==> src/rtl/pci_arb_pkg.sv <==
// Shared constants for the central PCI bus arbiter: FSM state encodings
// and a constant-foldable ceiling log2.
package pci_arb_pkg;

    localparam logic [1:0] S_PARK  = 2'd0;
    localparam logic [1:0] S_GAP   = 2'd1;
    localparam logic [1:0] S_GRANT = 2'd2;
    localparam logic [1:0] S_BUSY  = 2'd3;

    function automatic int clog2(input int value);
        int result;
        result = 0;
        for (int i = 0; i < 31; i++) begin
            if ((32'sd1 << i) < value) begin
                result = i + 1;
            end
        end
        return result;
    endfunction

endpackage

==> src/rtl/pci_arb_rr_pick.sv <==
// Combinational round-robin picker: the first asserted request after
// 'last' (wrapping) wins; 'last' itself has the lowest priority.
module pci_arb_rr_pick #(
    parameter int N_MASTERS = 4,
    parameter int IDX_W     = 2
) (
    input  logic [N_MASTERS-1:0] req,
    input  logic [IDX_W-1:0]     last,
    output logic                 valid,
    output logic [IDX_W-1:0]     winner
);

    int               idx;
    logic [IDX_W-1:0] cand;

    // Scan farthest-first so the nearest requester after 'last' overwrites the rest
    always_comb begin
        valid  = 1'b0;
        winner = last;
        idx    = 0;
        cand   = '0;
        for (int i = N_MASTERS; i >= 1; i--) begin
            idx  = (int'(last) + i) % N_MASTERS;
            cand = IDX_W'(idx);
            if (req[cand]) begin
                valid  = 1'b1;
                winner = cand;
            end else begin
                valid  = valid;
                winner = winner;
            end
        end
    end

endmodule

==> src/rtl/pci_arbiter.sv <==
// Central PCI arbiter: REQ_N/GNT_N round-robin with bus parking, hidden
// arbitration during transactions and revocation of unused grants.
module pci_arbiter
    import pci_arb_pkg::*;
#(
    parameter int N_MASTERS    = 4,
    parameter int PARK_MASTER  = 0,
    parameter int IDLE_TIMEOUT = 16,
    localparam int OWNER_W     = (clog2(N_MASTERS) > 1) ? clog2(N_MASTERS) : 1
) (
    input  logic                 PCLK,
    input  logic                 RST_N,
    input  logic [N_MASTERS-1:0] REQ_N,
    input  logic                 FRAME_N,
    input  logic                 IRDY_N,
    output logic [N_MASTERS-1:0] GNT_N,
    output logic [OWNER_W-1:0]   owner,
    output logic                 grant_timeout
);

    localparam int                   TIMER_W    = clog2(IDLE_TIMEOUT + 1);
    localparam logic [OWNER_W-1:0]   PARK_IDX   = OWNER_W'(PARK_MASTER);
    localparam logic [TIMER_W-1:0]   TIMER_LAST = TIMER_W'(IDLE_TIMEOUT - 1);
    localparam logic [N_MASTERS-1:0] ALL_OFF    = {N_MASTERS{1'b1}};

    function automatic logic [N_MASTERS-1:0] grant_of(input logic [OWNER_W-1:0] idx);
        logic [N_MASTERS-1:0] g;
        g      = ALL_OFF;
        g[idx] = 1'b0;
        return g;
    endfunction

    logic [1:0]           state_r, state_s;
    logic [OWNER_W-1:0]   target_r, target_s;
    logic                 target_park_r, target_park_s;
    logic [OWNER_W-1:0]   last_r, last_s;
    logic [OWNER_W-1:0]   owner_r, owner_s;
    logic [N_MASTERS-1:0] gnt_n_r, gnt_n_s;
    logic [TIMER_W-1:0]   timer_r, timer_s;
    logic                 timeout_r, timeout_s;
    logic                 preempt_r, preempt_s;
    logic                 idle_prev_r;

    logic [N_MASTERS-1:0] req_s;
    logic                 bus_idle_s;
    logic                 start_s;
    logic                 timer_hit_s;
    logic                 others_s;
    logic [OWNER_W-1:0]   pick_last_s;
    logic                 pick_valid_s;
    logic [OWNER_W-1:0]   pick_idx_s;

    assign req_s       = ~REQ_N;
    assign bus_idle_s  = FRAME_N & IRDY_N;
    assign start_s     = idle_prev_r & ~FRAME_N;
    assign timer_hit_s = bus_idle_s & (timer_r == TIMER_LAST);
    assign others_s    = |(req_s & grant_of(owner_r));
    // A revoked grant re-picks as if the revoked master had just been served
    assign pick_last_s = ((state_r == S_GRANT) && timer_hit_s) ? target_r : last_r;

    pci_arb_rr_pick #(
        .N_MASTERS (N_MASTERS),
        .IDX_W     (OWNER_W)
    ) u_pick (
        .req    (req_s),
        .last   (pick_last_s),
        .valid  (pick_valid_s),
        .winner (pick_idx_s)
    );

    // Next-state, next-grant and bookkeeping decisions
    always_comb begin
        state_s       = state_r;
        target_s      = target_r;
        target_park_s = target_park_r;
        last_s        = last_r;
        owner_s       = owner_r;
        gnt_n_s       = gnt_n_r;
        timer_s       = timer_r;
        timeout_s     = 1'b0;
        preempt_s     = preempt_r;
        case (state_r)
            S_GAP: begin
                gnt_n_s   = grant_of(target_r);
                timer_s   = '0;
                preempt_s = 1'b0;
                if (target_park_r) begin
                    state_s = S_PARK;
                end else begin
                    state_s = S_GRANT;
                end
            end
            S_PARK: begin
                if (pick_valid_s && (pick_idx_s == PARK_IDX)) begin
                    state_s       = S_GRANT;
                    target_s      = PARK_IDX;
                    target_park_s = 1'b0;
                    timer_s       = '0;
                end else if (pick_valid_s) begin
                    state_s       = S_GAP;
                    target_s      = pick_idx_s;
                    target_park_s = 1'b0;
                    gnt_n_s       = ALL_OFF;
                end else begin
                    state_s = S_PARK;
                end
            end
            S_GRANT: begin
                if (start_s) begin
                    state_s   = S_BUSY;
                    owner_s   = target_r;
                    last_s    = target_r;
                    preempt_s = 1'b0;
                end else if (REQ_N[target_r] || timer_hit_s) begin
                    state_s   = S_GAP;
                    gnt_n_s   = ALL_OFF;
                    timeout_s = ~REQ_N[target_r];
                    if (!REQ_N[target_r]) begin
                        last_s = target_r;
                    end else begin
                        last_s = last_r;
                    end
                    if (pick_valid_s && !(REQ_N[target_r] && (pick_idx_s == target_r))) begin
                        target_s      = pick_idx_s;
                        target_park_s = 1'b0;
                    end else begin
                        target_s      = PARK_IDX;
                        target_park_s = 1'b1;
                    end
                end else if (bus_idle_s) begin
                    timer_s = timer_r + TIMER_W'(1);
                end else begin
                    timer_s = timer_r;
                end
            end
            S_BUSY: begin
                if (bus_idle_s) begin
                    timer_s   = '0;
                    preempt_s = 1'b0;
                    if (preempt_r) begin
                        state_s = S_GRANT;
                        gnt_n_s = grant_of(target_r);
                    end else if (req_s[owner_r]) begin
                        state_s       = S_GRANT;
                        target_s      = owner_r;
                        target_park_s = 1'b0;
                    end else if (!pick_valid_s && (owner_r == PARK_IDX)) begin
                        state_s       = S_PARK;
                        target_s      = PARK_IDX;
                        target_park_s = 1'b1;
                    end else begin
                        state_s       = S_GAP;
                        gnt_n_s       = ALL_OFF;
                        target_s      = pick_valid_s ? pick_idx_s : PARK_IDX;
                        target_park_s = ~pick_valid_s;
                    end
                end else if (!preempt_r && others_s) begin
                    // Hidden arbitration: drop the grant while the owner finishes
                    gnt_n_s       = ALL_OFF;
                    preempt_s     = 1'b1;
                    target_s      = pick_idx_s;
                    target_park_s = 1'b0;
                end else begin
                    state_s = S_BUSY;
                end
            end
            default: begin
                state_s       = S_GAP;
                target_s      = PARK_IDX;
                target_park_s = 1'b1;
                gnt_n_s       = ALL_OFF;
            end
        endcase
    end

    // State, grant and status registers
    always_ff @(posedge PCLK or negedge RST_N) begin
        if (!RST_N) begin
            state_r       <= S_GAP;
            target_r      <= PARK_IDX;
            target_park_r <= 1'b1;
            last_r        <= PARK_IDX;
            owner_r       <= PARK_IDX;
            gnt_n_r       <= ALL_OFF;
            timer_r       <= '0;
            timeout_r     <= 1'b0;
            preempt_r     <= 1'b0;
            idle_prev_r   <= 1'b0;
        end else begin
            state_r       <= state_s;
            target_r      <= target_s;
            target_park_r <= target_park_s;
            last_r        <= last_s;
            owner_r       <= owner_s;
            gnt_n_r       <= gnt_n_s;
            timer_r       <= timer_s;
            timeout_r     <= timeout_s;
            preempt_r     <= preempt_s;
            idle_prev_r   <= bus_idle_s;
        end
    end

    assign GNT_N         = gnt_n_r;
    assign owner         = owner_r;
    assign grant_timeout = timeout_r;

endmodule

==> config.mk <==
export PLATFORM = sky130hd
export DESIGN_NAME = pci_arbiter
export DESIGN_NICKNAME = d
export VERILOG_FILES = /design/src/rtl/pci_arb_pkg.sv /design/src/rtl/pci_arb_rr_pick.sv /design/src/rtl/pci_arbiter.sv
export SDC_FILE = /design/constraint.sdc
export NUM_CORES = 1
export LEC_CHECK = 0
export CAP_MARGIN = 20
export CORE_ASPECT_RATIO = 0.6
export CORE_MARGIN = 2
export CORE_UTILIZATION = 56
export CTS_BUF_LIST = sky130_fd_sc_hd__clkbuf_4 sky130_fd_sc_hd__clkbuf_8 sky130_fd_sc_hd__clkbuf_16
export DETAILED_ROUTE_END_ITERATION = 8
export HOLD_SLACK_MARGIN = 0.12
export PLACE_DENSITY = 0.79
export SETUP_SLACK_MARGIN = 0.05
export SLEW_MARGIN = 25
export SYNTH_ARGS = -nofsm -noshare
export SYNTH_HDL_FRONTEND = slang
export SYNTH_SLANG_ARGS = --single-unit
==> constraint.sdc <==
create_clock -name PCLK -period 3.16 [get_ports PCLK]
set_clock_uncertainty 0.1 [all_clocks]
set_input_delay 0.632 -clock PCLK [delete_from_list [all_inputs] [get_ports PCLK]]
set_output_delay 0.632 -clock PCLK [all_outputs]
set_load 0.005 [all_outputs]
# Yosys cells after proc, flatten, opt, wreduce, memory -nomap -nowiden

Index checks and enable logic that the tools add are counted.

Eq/ne operators: 22
Mux-type cells: 85
Bitwise gates (word level): 10
Add/sub/neg operators: 5
Magnitude comparators: 8
Reduce and logical (&&, ||, !) cells: 26

Operators by type and width:

| kind                | count |
|---|---|
| $mux 2              | 27 |
| $mux 4              | 9 |
| $mux 1              | 30 |
| $mux 5              | 5 |
| $pmux 5 s4          | 1 |
| $lt 2x3->1 const B  | 6 |
| $ne 2x2->1 const B  | 9 |
| $pmux 4 s4          | 1 |
| $bmux 1 s2          | 6 |
| $ne 3x3->1 const B  | 4 |
| $not 4->4           | 3 |
| $logic_and 1x1->1   | 8 |
| $ne 4x4->1 const B  | 2 |
| $pmux 2 s4          | 1 |
| $reduce_and 7->1    | 1 |
| $logic_not 2->1     | 3 |
| $pmux 1 s3          | 2 |
| $pmux 2 s3          | 1 |
| $reduce_and 3->1    | 2 |
| $reduce_and 6->1    | 1 |
| $reduce_bool 3->1   | 2 |
| $add 5x1->5 const B | 1 |
| $eq 5x4->1 const B  | 1 |
| $reduce_and 5->1    | 1 |
| other kinds (17)    | 29 |

Bits in registers: 21
Logic and storage cells: 166
Input port bits: 8

# Logic depth before layout (Yosys ltp)

Depth after elaboration: 19
Gate-level depth with buffers: 10
Depth with buffers taken out: 10

# Cells and area by module

From an unflattened synthesis, not the netlist that was laid out.

Cell total of the unflattened synthesis: 166
Area, all modules: 1498.9 sq um

By module, submodules not included:

| module          | seq. area each (sq um) | cells an instance | area an instance (sq um) | times used |
|---|---|---|---|---|
| pci_arbiter     | 533.0                  | 152               | 1416.4                   | 1 |
| pci_arb_rr_pick | 0.0                    | 14                | 82.6                     | 1 |

# Worst setup path after synthesis

No wires, ideal clock.

Kind: input port to flip-flop
From: in REQ_N[3]
To: reg target_r[0]
Arrival time: 2.296 ns
Data required time: 2.932 ns
Slack: 0.636 ns
Setup time: 0.128 ns
Stages: 7
Cells stage by stage: buf_4 -> mux2_4 -> a32o_2 -> a221oi_4 -> o21ai_0 -> a21oi_2 -> mux2_1

Cells in the longest elaborated chain, start to end: 15
Elaborated cells between the ends (all ways): 49

RTL lines:

| item                         | RTL line              | text |
|---|---|---|
| from (decl)                  | pci_arbiter.sv:13     | `input logic [N_MASTERS-1:0] REQ_N,` |
| $not 4->4                    | pci_arbiter.sv:53     | `assign req_s = ~REQ_N;` |
| $bmux 1 s2                   | pci_arb_rr_pick.sv:25 | `if (req[cand]) begin` |
| $mux 1 (not written as such) | pci_arb_rr_pick.sv:25 |  |
| $mux 2 (4 in series)         | pci_arb_rr_pick.sv:25 |  |
| $eq 2x2->1                   | pci_arbiter.sv:123    | `if (pick_valid_s && !(REQ_N[target_r] && (pick_idx_s == target_r))) begin` |
| $logic_and 1x1->1            | pci_arbiter.sv:123    |  |
| $logic_not 1->1              | pci_arbiter.sv:123    |  |
| $logic_and 1x1->1            | pci_arbiter.sv:123    |  |
| $mux 2                       | pci_arbiter.sv:123    |  |
| $mux 2                       | pci_arbiter.sv:114    | `end else if (REQ_N[target_r] \|\| timer_hit_s) begin` |
| $mux 2                       | pci_arbiter.sv:109    | `if (start_s) begin` |
| $pmux 2 s3                   | pci_arbiter.sv:82     | `case (state_r)` |
| to (signal assigned)         | pci_arbiter.sv:191    | `target_r <= target_s;` |
| to (decl)                    | pci_arbiter.sv:34     | `logic [OWNER_W-1:0] target_r, target_s;` |

Several ways; a longest one is shown, not always the timed one. The select of a mux whose other input is x is not followed.
A chain may end at the register's enable or synchronous reset.

# Worst setup path after layout

From: in REQ_N[1]
To: reg target_r[0]

The elaborated chain is that of the path after synthesis.

==> results.yml <==
finish:
  layout_common_cells: "nor2_1 (23), nand2_1 (16), dfrtp_1 (15)"
  antenna_cells: 0
  drive_gt1_share_pct: 22.58
  fin_nets: 197
  utilization_pct: 68.23
  stdcell_count: 218
  final_area_sq_mm: 0.001733
  mostFrequentLayoutCell: "nor2_1"
  areaGrowthSynthToFinish_pct: 14.65
route:
  drt_iter0_markers: 97
  wirelength_mm: 3.817
  route.detailed.drc: 0
  firstDrtPassIters: 4
  post_drt_wl_per_cell_um: 17.51
  num_vias: 1387
  ant_nets: 0
  viasPerCell: 6.362
worst_setup_path:
  startpoint_type: "primary input"
  startpoint: "REQ_N[1]"
  crit_chain: "clkdlybuf4s50_1 > mux2_4 > a32o_2 > a221oi_4 > o21ai_0 > a21oi_2 > mux2_1"
  crit_buf_inv: 1
  path_class: "in2reg"
  cp_top_family: "compound AO/OA/AOI/OAI gates"
  end_kind: "register"
  reg2reg_from: "timer_r[0]"
  critPathSlowestCell: "clkdlybuf4s50_1"
  required_ns: 3.21
  cp_max_fo: 8
  arrival_ns: 2.94
  max_stage_delay_ns: 0.57
place:
  dpl_cell_area_sq_mm: 0.001692
  port_buffers: 14
  pre_cts_slack_ns: 0.04943
  place.gp.congestion: 0.9598
  hpwlAfterDp_mm: 2.795
  dp_cells: 214
floorplanning:
  num_rows: 14
  coreArea_sq_mm: 0.002540
  dieArea_sq_mm: 0.003144
  pin_count: 15
  die_h_um: 44.24
  die_x_um: 71.07
  start_util_pct: 59.51
yosys:
  yosys_warnings: 0
  synth_top_area_share_pct: 24.83
  synth-edff-count: 0
  yosysTopAreaCell: "dfrtp_1"
  async_flop_share_pct: 100.0
  syn_area_sq_mm: 0.001511
  postSynthCellCount: 171
  ys_types: 53
  ys_seq_elements: 21
  synth.avg_cell_area_sq_um: 8.839
  ys_seq_area_share_pct: 35.26
  synth.area.top_cells: "dfrtp_1 (25%), dfstp_2 (10%), nor2_1 (5.7%), o21ai_0 (4.3%), nand2_1 (4.0%)"
  syn-num-nets: 181
  synth_flop_cell: "dfrtp_1"
sta:
  relSlewSlack_pct: 53.71
  max_freq_mhz: 345.9
  fin_crit_ns: 2.891
  setup_viol: 0
  hold_viol: 0
  worst_pin_slew_ns: 0.6872
  rsz0062_at_grt: "false"
  fin_setup_tns_ns: 0
  fin_crit_sh_pct: 91.48
  drv_slew: 0
  setup_slack_ns: 0.2692
grt:
  grt_pass1_vias: 1278
  grt_util_all_layers_pct: 26.92
  grt_max_degree: 22
  grt_pass1_wl_mm: 6.486
  overflow: 0
  antenna_found_initial: 0
min_path:
  holdCritPathClass: "in2async"
power_and_ir_drop:
  p_leak_nw: 0.7503
  power_density_mw_per_mm2: 879.6
  ir_worst_vdd_mv: 0.6178
clocking:
  insertion_delay_ns: 0.26
  cts_tree: "yes"
  cts_setup_buffers: 0
  cts_sinks: 21
  h-tree-depth: 1
  numCtsBuffers: 3
  clock_path_buffers: 2
  cts-root-buf: "clkbuf_8"
  path_clk_slew_ns: 0.08
  ctsHoldBuffers: 0
  cts_resized: 0
run:
  cap_violations: 0
run_status:
  run_status: "complete, no violations"
through the flow:
stage | hold slack [ns] | power [mW]
after global routing | 0.2465 | 1.637
after global placement | 0.3542 | 1.290
final | 0.2153 | 1.524
after CTS | 0.3717 | 1.511
after detailed placement | 0.3578 | 1.323
after floorplan | 0.2364 | 1.084
synth_stat cells, types with 2 or more instances:
library cell,n
nor3_1,2
buf_2,3
dfrtp_1,15
o2111ai_1,2
nand3_1,8
nand4_1,3
o31ai_1,2
o211ai_1,2
nor2b_1,5
dfstp_2,6
nand2_1,16
nor2_1,23
o21ai_0,13
a21oi_2,4
nand2b_1,3
a21oi_1,8
clkbuf_1,5
mux2_2,5
nor3b_1,2
inv_1,8
and3_1,2
ha_1,2
a31oi_1,2
final timing paths:
kind | endpoint | slack (ns) | cells past startpoint
hold reg to reg | GNT_N[1] | 0.37 | 2
setup / recovery | target_r[0] | 0.27 | 7
min in group PCLK | GNT_N[1] | 0.37 | 2
setup reg to reg | timer_r[2] | 0.27 | 10
hold / removal | last_r[0] | 0.22 | 1
max in group asynchronous | target_park_r | 2.40 | 1
power breakdown:
group	switching, mW	internal, mW
combinational	0.414	0.375
sequential	0.176	0.377
clock	0.0939	0.0879
metal layers:
metal	global-route usage, %	part of all wire [%]	vias to the layer above
met1	39.54	47	675
met2	40.56	44	62
li1	-	-	648
met5	0	0	-
met3	7.745	8.4	2
met4	4.528	0.37	0
flip-flops by register name, summed over array words and instances, names as in the netlist:
name	count
state_r	2
target_r	2
preempt_r	1
last_r	2
owner	2
target_park_r	1
grant_timeout	1
idle_prev_r	1
timer_r	5
GNT_N	4
cell type report:
cell class,count,area [sq um]
Multi-Input combinational cell,132,895.9
Timing Repair Buffer,21,187.7
Sequential cell,21,533.0
Fill cell,207,807.0
Tap cell,32,40.04
Inverter,8,30.03
Clock inverter,1,5.005
Clock buffer,3,41.29
cells by family after synthesis:
logic type      after synthesis  share of synthesized area [%]
flops                        21                          35.26
buf+inv                      18                          5.464
simple gates                 73                          24.84
mux                           9                          7.615
fa+ha+maj                     2                          1.655
compound gates               48                          25.17
Power figures use the tool's default switching activity.
